## src/rtl/instr_pack.sv

```systemverilog
// Shared types and defaults for the 9-bit CPU sequencer.
package instr_pack;

    localparam int PC_W_DEF        = 10;
    localparam int STACK_DEPTH_DEF = 4;
    localparam int INSTR_W         = 9;

    typedef enum logic [2:0] {
        IDLE  = 3'd0,
        FETCH = 3'd1,
        EXEC  = 3'd2,
        MEM   = 3'd3,
        HALT  = 3'd4,
        FAULT = 3'd5
    } seq_state;

endpackage

```

## src/rtl/ret_stack.sv

```systemverilog
// Return-address stack with full/empty flags; guarded push/pop and synchronous clear.
module ret_stack #(
    parameter int DEPTH = 4,
    parameter int WIDTH = 10
) (
    input  logic             clk,
    input  logic             reset_n,
    input  logic             clear,
    input  logic             push,
    input  logic             pop,
    input  logic [WIDTH-1:0] push_data,
    output logic [WIDTH-1:0] top,
    output logic             full,
    output logic             empty
);

    localparam int IDX_W = $clog2(DEPTH);
    localparam int SP_W  = IDX_W + 1;

    logic [SP_W-1:0]  sp;
    logic [SP_W-1:0]  sp_dec;
    logic [WIDTH-1:0] mem [DEPTH];

    assign full   = (sp == SP_W'(DEPTH));
    assign empty  = (sp == '0);
    assign sp_dec = sp - SP_W'(1);
    assign top    = mem[sp_dec[IDX_W-1:0]];

    always_ff @(posedge clk or negedge reset_n) begin
        if (!reset_n) begin
            sp <= '0;
        end else if (clear) begin
            sp <= '0;
        end else if (push && !full) begin
            sp <= sp + SP_W'(1);
        end else if (pop && !empty) begin
            sp <= sp_dec;
        end
    end

    // Entry storage carries no reset; only sp decides what is valid.
    always_ff @(posedge clk) begin
        if (push && !full) begin
            mem[sp[IDX_W-1:0]] <= push_data;
        end
    end

endmodule

```

## src/rtl/cpu_sequencer.sv

```systemverilog
// Multi-cycle fetch/execute sequencer: owns PC, instruction latch and return stack,
// and handshakes with instruction and data memory.
module cpu_sequencer
    import instr_pack::*;
#(
    parameter int PC_W        = PC_W_DEF,
    parameter int STACK_DEPTH = STACK_DEPTH_DEF
) (
    input  logic               clk,
    input  logic               reset_n,
    input  logic               start,
    output logic               imem_req,
    output logic [PC_W-1:0]    imem_addr,
    input  logic               imem_ack,
    input  logic [INSTR_W-1:0] imem_data,
    output logic [INSTR_W-1:0] instr,
    output logic               exec_en,
    input  logic               done_i,
    input  logic               jump2sub_i,
    input  logic               ret_i,
    input  logic               loadEn_i,
    input  logic               storEn_i,
    input  logic               branch_taken_i,
    input  logic [PC_W-1:0]    branch_target_i,
    input  logic [PC_W-1:0]    jsr_target_i,
    output logic               dmem_req,
    input  logic               dmem_ack,
    output logic               busy,
    output logic               done,
    output logic               fault
);

    seq_state           state;
    seq_state           state_next;
    logic [PC_W-1:0]    pc;
    logic [PC_W-1:0]    pc_next;
    logic [PC_W-1:0]    pc_inc;
    logic [INSTR_W-1:0] instr_q;
    logic               instr_load;
    logic               push;
    logic               pop;
    logic               stack_clear;
    logic               stack_full;
    logic               stack_empty;
    logic [PC_W-1:0]    stack_top;

    assign pc_inc = pc + PC_W'(1);

    ret_stack #(
        .DEPTH (STACK_DEPTH),
        .WIDTH (PC_W)
    ) u_ret_stack (
        .clk       (clk),
        .reset_n   (reset_n),
        .clear     (stack_clear),
        .push      (push),
        .pop       (pop),
        .push_data (pc_inc),
        .top       (stack_top),
        .full      (stack_full),
        .empty     (stack_empty)
    );

    always_ff @(posedge clk or negedge reset_n) begin
        if (!reset_n) begin
            state <= IDLE;
        end else begin
            state <= state_next;
        end
    end

    always_ff @(posedge clk or negedge reset_n) begin
        if (!reset_n) begin
            pc      <= '0;
            instr_q <= '0;
        end else begin
            pc <= pc_next;
            if (instr_load) begin
                instr_q <= imem_data;
            end
        end
    end

    always_comb begin
        state_next = state;
        case (state)
            IDLE:  if (start) state_next = FETCH;
            FETCH: if (imem_ack) state_next = EXEC;
            EXEC: begin
                if (done_i)                      state_next = HALT;
                else if (jump2sub_i)             state_next = stack_full ? FAULT : FETCH;
                else if (ret_i)                  state_next = stack_empty ? FAULT : FETCH;
                else if (loadEn_i || storEn_i)   state_next = dmem_ack ? FETCH : MEM;
                else                             state_next = FETCH;
            end
            MEM:   if (dmem_ack) state_next = FETCH;
            HALT:  if (start) state_next = FETCH;
            FAULT: state_next = FAULT;
            default: state_next = IDLE;
        endcase
    end

    // Commit strobe, stack ops and PC update are decided from the same priority chain.
    always_comb begin
        exec_en     = 1'b0;
        dmem_req    = 1'b0;
        push        = 1'b0;
        pop         = 1'b0;
        stack_clear = 1'b0;
        instr_load  = 1'b0;
        pc_next     = pc;
        case (state)
            IDLE, HALT: begin
                if (start) begin
                    stack_clear = 1'b1;
                    pc_next     = '0;
                end
            end
            FETCH: instr_load = imem_ack;
            EXEC: begin
                if (done_i) begin
                    pc_next = pc;
                end else if (jump2sub_i) begin
                    if (!stack_full) begin
                        push    = 1'b1;
                        pc_next = jsr_target_i;
                        exec_en = 1'b1;
                    end
                end else if (ret_i) begin
                    if (!stack_empty) begin
                        pop     = 1'b1;
                        pc_next = stack_top;
                        exec_en = 1'b1;
                    end
                end else if (loadEn_i || storEn_i) begin
                    dmem_req = 1'b1;
                    if (dmem_ack) begin
                        exec_en = 1'b1;
                        pc_next = pc_inc;
                    end
                end else if (branch_taken_i) begin
                    pc_next = branch_target_i;
                    exec_en = 1'b1;
                end else begin
                    pc_next = pc_inc;
                    exec_en = 1'b1;
                end
            end
            MEM: begin
                dmem_req = 1'b1;
                if (dmem_ack) begin
                    exec_en = 1'b1;
                    pc_next = pc_inc;
                end
            end
            default: begin
                pc_next = pc;
            end
        endcase
    end

    assign imem_req  = (state == FETCH);
    assign imem_addr = pc;
    assign instr     = instr_q;
    assign busy      = (state == FETCH) || (state == EXEC) || (state == MEM);
    assign done      = (state == HALT);
    assign fault     = (state == FAULT);

endmodule

```

## config.mk

```make
export PLATFORM = sky130hd
export DESIGN_NAME = cpu_sequencer
export DESIGN_NICKNAME = d
export VERILOG_FILES = /design/src/rtl/instr_pack.sv /design/src/rtl/ret_stack.sv /design/src/rtl/cpu_sequencer.sv
export SDC_FILE = /design/constraint.sdc
export NUM_CORES = 1
export LEC_CHECK = 0
export BUFFER_PORTS_ARGS = -buffer_cell sky130_fd_sc_hd__buf_4
export CELL_PAD_IN_SITES_DETAIL_PLACEMENT = 0
export CELL_PAD_IN_SITES_GLOBAL_PLACEMENT = 2
export CORE_UTILIZATION = 37
export CTS_CLUSTER_DIAMETER = 60
export CTS_CLUSTER_SIZE = 24
export DETAILED_ROUTE_END_ITERATION = 8
export PLACE_DENSITY_LB_ADDON = 0.1
export SLEW_MARGIN = 20
export SYNTH_ARGS = -nofsm -noshare
export SYNTH_HDL_FRONTEND = slang
export SYNTH_SLANG_ARGS = --single-unit
```

## constraint.sdc

```tcl
create_clock -name clk -period 3.1 [get_ports clk]
set_input_delay 0.31 -clock clk [delete_from_list [all_inputs] [get_ports clk]]
set_output_delay 0.31 -clock clk [all_outputs]
set_load 0.01 [all_outputs]
```

# Yosys cells after proc, flatten, opt, wreduce, memory -nomap -nowiden
# Memory sizes are Yosys's and may differ from the RTL's.
# Cells that the tools add are included.
totals:
  ff_bits: 25
  ramBits: 40
  inputBits: 40
  out_inout_bits: 25
  elab_cells: 83
  n_memories: 1
op_classes:
  addsub: 3
  eq_ne: 12
  mux: 49
  reduce_logical: 14
memory_table:
  columns: ["name", "depth", "word_bits", "rd", "rd_ports_with_merged_regs", "write_ports", "line_no", "rtl"]
  rows:
  - ["u_ret_stack.mem", 4, 10, 1, 0, 1, "ret_stack.sv:22", "logic [WIDTH-1:0] mem [DEPTH];"]
ops:
  columns: ["op", "count"]
  rows:
  - ["$mux W10", 9]
  - ["$mux W3", 11]
  - ["$pmux W10 S3", 1]
  - ["$mux W1", 23]
  - ["$pmux W3 S5", 1]
  - ["$add A10 B1 Y10 const B", 1]
  - ["$eq A3 B3 Y1 const B", 3]
  - ["$eq A3 B2 Y1 const B", 2]
  - ["$logic_not A3 Y1", 2]
  - ["$reduce_bool A3 Y1", 2]
  - ["$reduce_and A5 Y1", 1]
  - ["$mux W2", 2]
  - ["$ne A2 B1 Y1 const B", 2]
  - ["$ne A2 B2 Y1 const B", 2]
  - ["$ne A4 B4 Y1 const B", 1]
  - ["$pmux W1 S2", 2]
  - ["$add A3 B1 Y3 const B", 1]
  - ["$eq A3 B1 Y1 const B", 1]
  - ["$logic_or A1 B1 Y1", 3]
  - ["$ne A3 B3 Y1 const B", 1]
  - ["$reduce_and A3 Y1", 1]
  - ["$sub A3 B1 Y3 const B", 1]
  - ["$logic_and A1 B1 Y1", 2]
  - ["$logic_not A1 Y1", 2]
  - ["$reduce_or A2 Y1", 1]

# Longest topological paths before layout
logic_depth:
  word_depth: 10
  mapped_depth: 9
  ltp_nobuf: 7

# Modules after synthesis
# Synthesis repeated with hierarchy kept, for this count alone.
hier_totals:
  hier_cells: 316
  area_unflattened_um2: 3748.6
by_module_without_submodules:
  columns: ["module", "n_inst", "cells_per_inst", "area_per_inst_um2", "seq_area_each_um2"]
  rows:
  - ["cpu_sequencer", 1, 222, 1895.6, 550.5]
  - ["ret_stack", 1, 94, 1853.0, 1276.2]

# Worst setup path before layout
# No wires, ideal clock.
synth_timing:
  path_type: "register -> register"
  startpoint: "register u_ret_stack.sp[0]"
  endpoint: "register pc[1] (netlist: imem_addr[1])"
  setup_time_ps: 128
  t_arrival_ps: 2376
  required_ps: 2972
  setup_slack_ps: 596
  path_stages_with_launch: 9
  path_buffers: 2
  period_less_slack_ps: 2504
  path_cell_list: "dfrtp_1 > buf_2 > inv_1 > ha_1 > buf_1 > mux4_2 > nand2b_1 > a222oi_1 > o21ai_1"
synth_between:
  elab_chain_cells: 7
  word_cells_on_any_way: 12
  classes_between: "add/sub: 1; eq/ne: 3; mux: 5; reduce/logical: 2; memory: 1"
synth_rtl:
  columns: ["element", "line_no", "rtl"]
  rows:
  - ["start: declaration", "ret_stack.sv:20", "logic [SP_W-1:0] sp;"]
  - ["start signal: assignment", "ret_stack.sv:35", "sp <= sp + SP_W'(1);"]
  - ["start signal: assignment", "ret_stack.sv:37", "sp <= sp_dec;"]
  - ["$sub A3 B1 Y3", "ret_stack.sv:26", "assign sp_dec = sp - SP_W'(1);"]
  - ["$mem_v2 Z4 W10", null, null]
  - ["$mux W10", "cpu_sequencer.sv:130", "if (!stack_empty) begin"]
  - ["$mux W10", "cpu_sequencer.sv:129", "end else if (ret_i) begin"]
  - ["$mux W10", "cpu_sequencer.sv:123", "end else if (jump2sub_i) begin"]
  - ["$mux W10", "cpu_sequencer.sv:121", "if (done_i) begin"]
  - ["$pmux W10 S3", "cpu_sequencer.sv:112", "case (state)"]
  - ["end signal: assignment", "cpu_sequencer.sv:77", "pc <= pc_next;"]
  - ["end: declaration", "cpu_sequencer.sv:35", "logic [PC_W-1:0] pc;"]
# Several ways; a longest one is shown, not always the timed one. The select of a mux whose other input is x is not followed.
# A chain may end at the register's enable or synchronous reset.

# Worst setup path after layout
layout_timing:
  startpoint: "register state[0]"
  endpoint: "output exec_en"
layout_between:
  elab_chain_cells: 2
  word_cells_on_any_way: 3
  classes_between: "eq/ne: 2; mux: 1"
layout_rtl:
  columns: ["element", "line_no", "rtl"]
  rows:
  - ["start: declaration", "cpu_sequencer.sv:33", "seq_state state;"]
  - ["start signal: assignment", "cpu_sequencer.sv:68", "state <= state_next;"]
  - ["$eq A3 B2 Y1", "cpu_sequencer.sv:112", null]
  - ["$pmux W1 S2 *", "cpu_sequencer.sv:112", null]
  - ["end: declaration", "cpu_sequencer.sv:17", "output logic exec_en,"]
# Every way passes the cells marked *; elsewhere a longest branch is shown, timed or not.

==> flow_metrics.py <==
metrics = {
    "placement": {
        "hpwlAfterDp_mm": 7.62,
        "portBuffers": 64,
        "placedCellCount": 503,
        "post-place-ws_ns": 0.737,
        "gp_congestion": 0.805,
    },
    "timing": {
        "fmax_mhz": 421,
        "fin_ws_ns": 0.726,
        "rsz0062_at_grt": "no",
        "fin_worst_skew_ns": 0.0115,
        "final-hold-violation-count": 0,
        "worstMarginPinSlew_ns": 0.532,
        "setup_viol": 0,
        "final-max-slew-violation-count": 0,
        "timing.slew.headroom_pct": 64.6,
        "fin_crit_ns": 2.37,
        "fin_setup_tns_ns": 0,
        "post-route-period-util_pct": 76.6,
    },
    "clocking": {
        "insertion_delay_ns": 0.35,
        "cts_buffer_depth": 2,
        "cts_setup_buffers": 0,
        "root_buffer": "clkbuf_8",
        "tritoncts": "built",
        "cts_num_sinks": 65,
        "path_clk_slew_ns": 0.08,
        "htreeDepth": 3,
        "numCtsBuffers": 9,
    },
    "cells_and_area": {
        "multiInputGateArea_sq_mm": 0.00170,
        "final_cells": 520,
        "fin_util_pct": 46.2,
        "drive_gt1_share_pct": 30.7,
        "area_growth_pct": 21.6,
        "final_common_cell": "buf_4",
        "fillers": 928,
        "register_area_sq_mm": 0.00183,
        "nets": 428,
        "final_cell_mix": "buf_4, edfxtp_1, dfrtp_1, nor2_1, a21oi_1",
        "diodes": 0,
    },
    "floorplanning": {
        "die_w_microns": 102,
        "die-area_sq_mm": 0.0103,
        "die_h_microns": 102,
        "initial_utilization_pct": 38.0,
        "num_io_pins": 65,
        "core_sq_mm": 0.00968,
        "rows": 36,
    },
    "setup_path": {
        "endpoint_kind": "output port",
        "r2r_setup_slack_ns": 0.74,
        "worstPathArrival_ns": 2.06,
        "crit_path_max_fanout": 15,
        "required_ns": 2.79,
        "crit_type": "register to output port",
        "start_kind": "register",
        "ff2ff_path_depth": 6,
    },
    "global_routing": {
        "grt_pass1_wl_mm": 16.3,
        "grt_max_degree": 26,
        "antenna_found_initial": 0,
        "grtUsageTotal_pct": 21.7,
        "overflow": 0,
        "grt_pass1_vias": 2909,
    },
    "worst_hold_path": {
        "min_path_cells": 2,
        "hold_path_class": "input port to register",
    },
    "yosys": {
        "ys_seq_area_share_pct": 49.6,
        "syn-instance-count": 321,
        "syn_area_sq_mm": 0.00368,
        "syn_nets": 367,
        "syn_area_per_cell_sq_um": 11.5,
        "synth_edf_count": 40,
        "yosysUniqueCellTypes": 68,
        "ys_warn_count": 0,
        "synth_seq_cells": 65,
        "async_reset_ff_share_pct": 38.5,
        "synthFlopType": "edfxtp_1",
    },
    "power": {
        "power_leakage_nw": 1.72,
        "vdd_drop_max_uv": 343,
        "power_density_mw_per_mm2": 780,
        "power.total_mw": 3.49,
    },
    "run": {
        "max_cap_viol_count": 0,
    },
    "drt": {
        "first_pass_iters": 4,
        "post_drt_via_cell_ratio": 5.43,
        "routed_wl_mm": 10.5,
        "num_vias": 2824,
        "drc": 0,
        "wl_per_cell_microns": 20.2,
        "drtAntennaViolNets": 0,
        "drtIter0Drc": 83,
    },
    "run_status": {
        "status": "finished, final reports clean",
    },
}
[logic make-up after synthesis]
family,Yosys count,synth area share [%]
muxes,28,11.1
xor gates and xnor gates,12,2.86
DFF,65,49.6
buffers and inverters,31,4.05
and+or+nand+nor,100,15.5
AOI/OAI and AO/OA,79,14.8
adders and majority gates,6,2.04
[through the flow]
step | hold WS, ns | area [sq um]
6_report | 0.192 | 4470
5_1_grt | 0.182 | 4470
4_1_cts | 0.180 | 4470
3_5_place_dp | 0.271 | 4260
3_3_place_gp | 0.273 | 4260
2_1_floorplan | 0.0144 | 3680
[layer usage]
metal | up-vias | global-route usage (%) | share of wire [%]
li1 | 1348 | - | -
met4 | 0 | 5.13 | 0.70
met1 | 1375 | 29.1 | 45
met5 | - | 0 | 0
met2 | 94 | 36.5 | 49
met3 | 7 | 4.00 | 5.4
[report_power, final]
group | internal, mW | total (mW) | switching, mW | leakage, nW
Clock | 0.388 | 0.769 | 0.380 | 0.103
Sequential | 1.12 | 1.35 | 0.227 | 0.690
Combinational | 0.643 | 1.37 | 0.730 | 0.925
[cell usage after synthesis, types with 8 or more instances]
master | number | area [sq um]
a21oi_1 | 19 | 95.1
buf_2 | 11 | 55.1
dfrtp_1 | 25 | 626
edfxtp_1 | 40 | 1200
inv_1 | 10 | 37.5
mux2_2 | 13 | 146
mux4_2 | 9 | 203
nand2_1 | 14 | 52.6
nor2_1 | 20 | 75.1
nor3_1 | 8 | 40.0
o21ai_0 | 12 | 60.1
[path summary, 6_finish.rpt]
kind | from | end
max in group asynchronous | reset_n | instr[7]
worst min-delay path | imem_data[3] | instr[3]
worst max-delay path | state[0] | exec_en
worst max register to register | imem_addr[0] | imem_addr[8]
min in group asynchronous | reset_n | imem_addr[1]
worst min register to register | instr[7] | instr[7]
[timing repair]
item	4_1_cts	5_1_grt
endpoints found under the hold margin	25	0
resized for setup	0	0
hold buffers	1	0
[final cells by class]
cell class	instances	share of cell area, %
multi-input combinational	225	38.1
tap	133	3.72
clock inverter	7	1.87
sequential	65	40.8
timing repair buffer	70	11.8
clock buffer	9	2.77
inverter	11	0.923
[flip-flops by register name, summed over array words and instances (netlist names)]
| signal | flops |
|---|---|
| state | 3 |
| imem_addr | 10 |
| u_ret_stack.mem | 40 |
| instr | 9 |
| u_ret_stack.sp | 3 |
[worst max-delay path, stage by stage (launching register included)]
cell and delay (ns):
dfrtp_1 0.55, or3b_4 0.50, nor2_2 0.11, nand2_1 0.17, o22ai_1 0.23, buf_4 0.15
No activity file was read; power rests on OpenSTA's default activity.
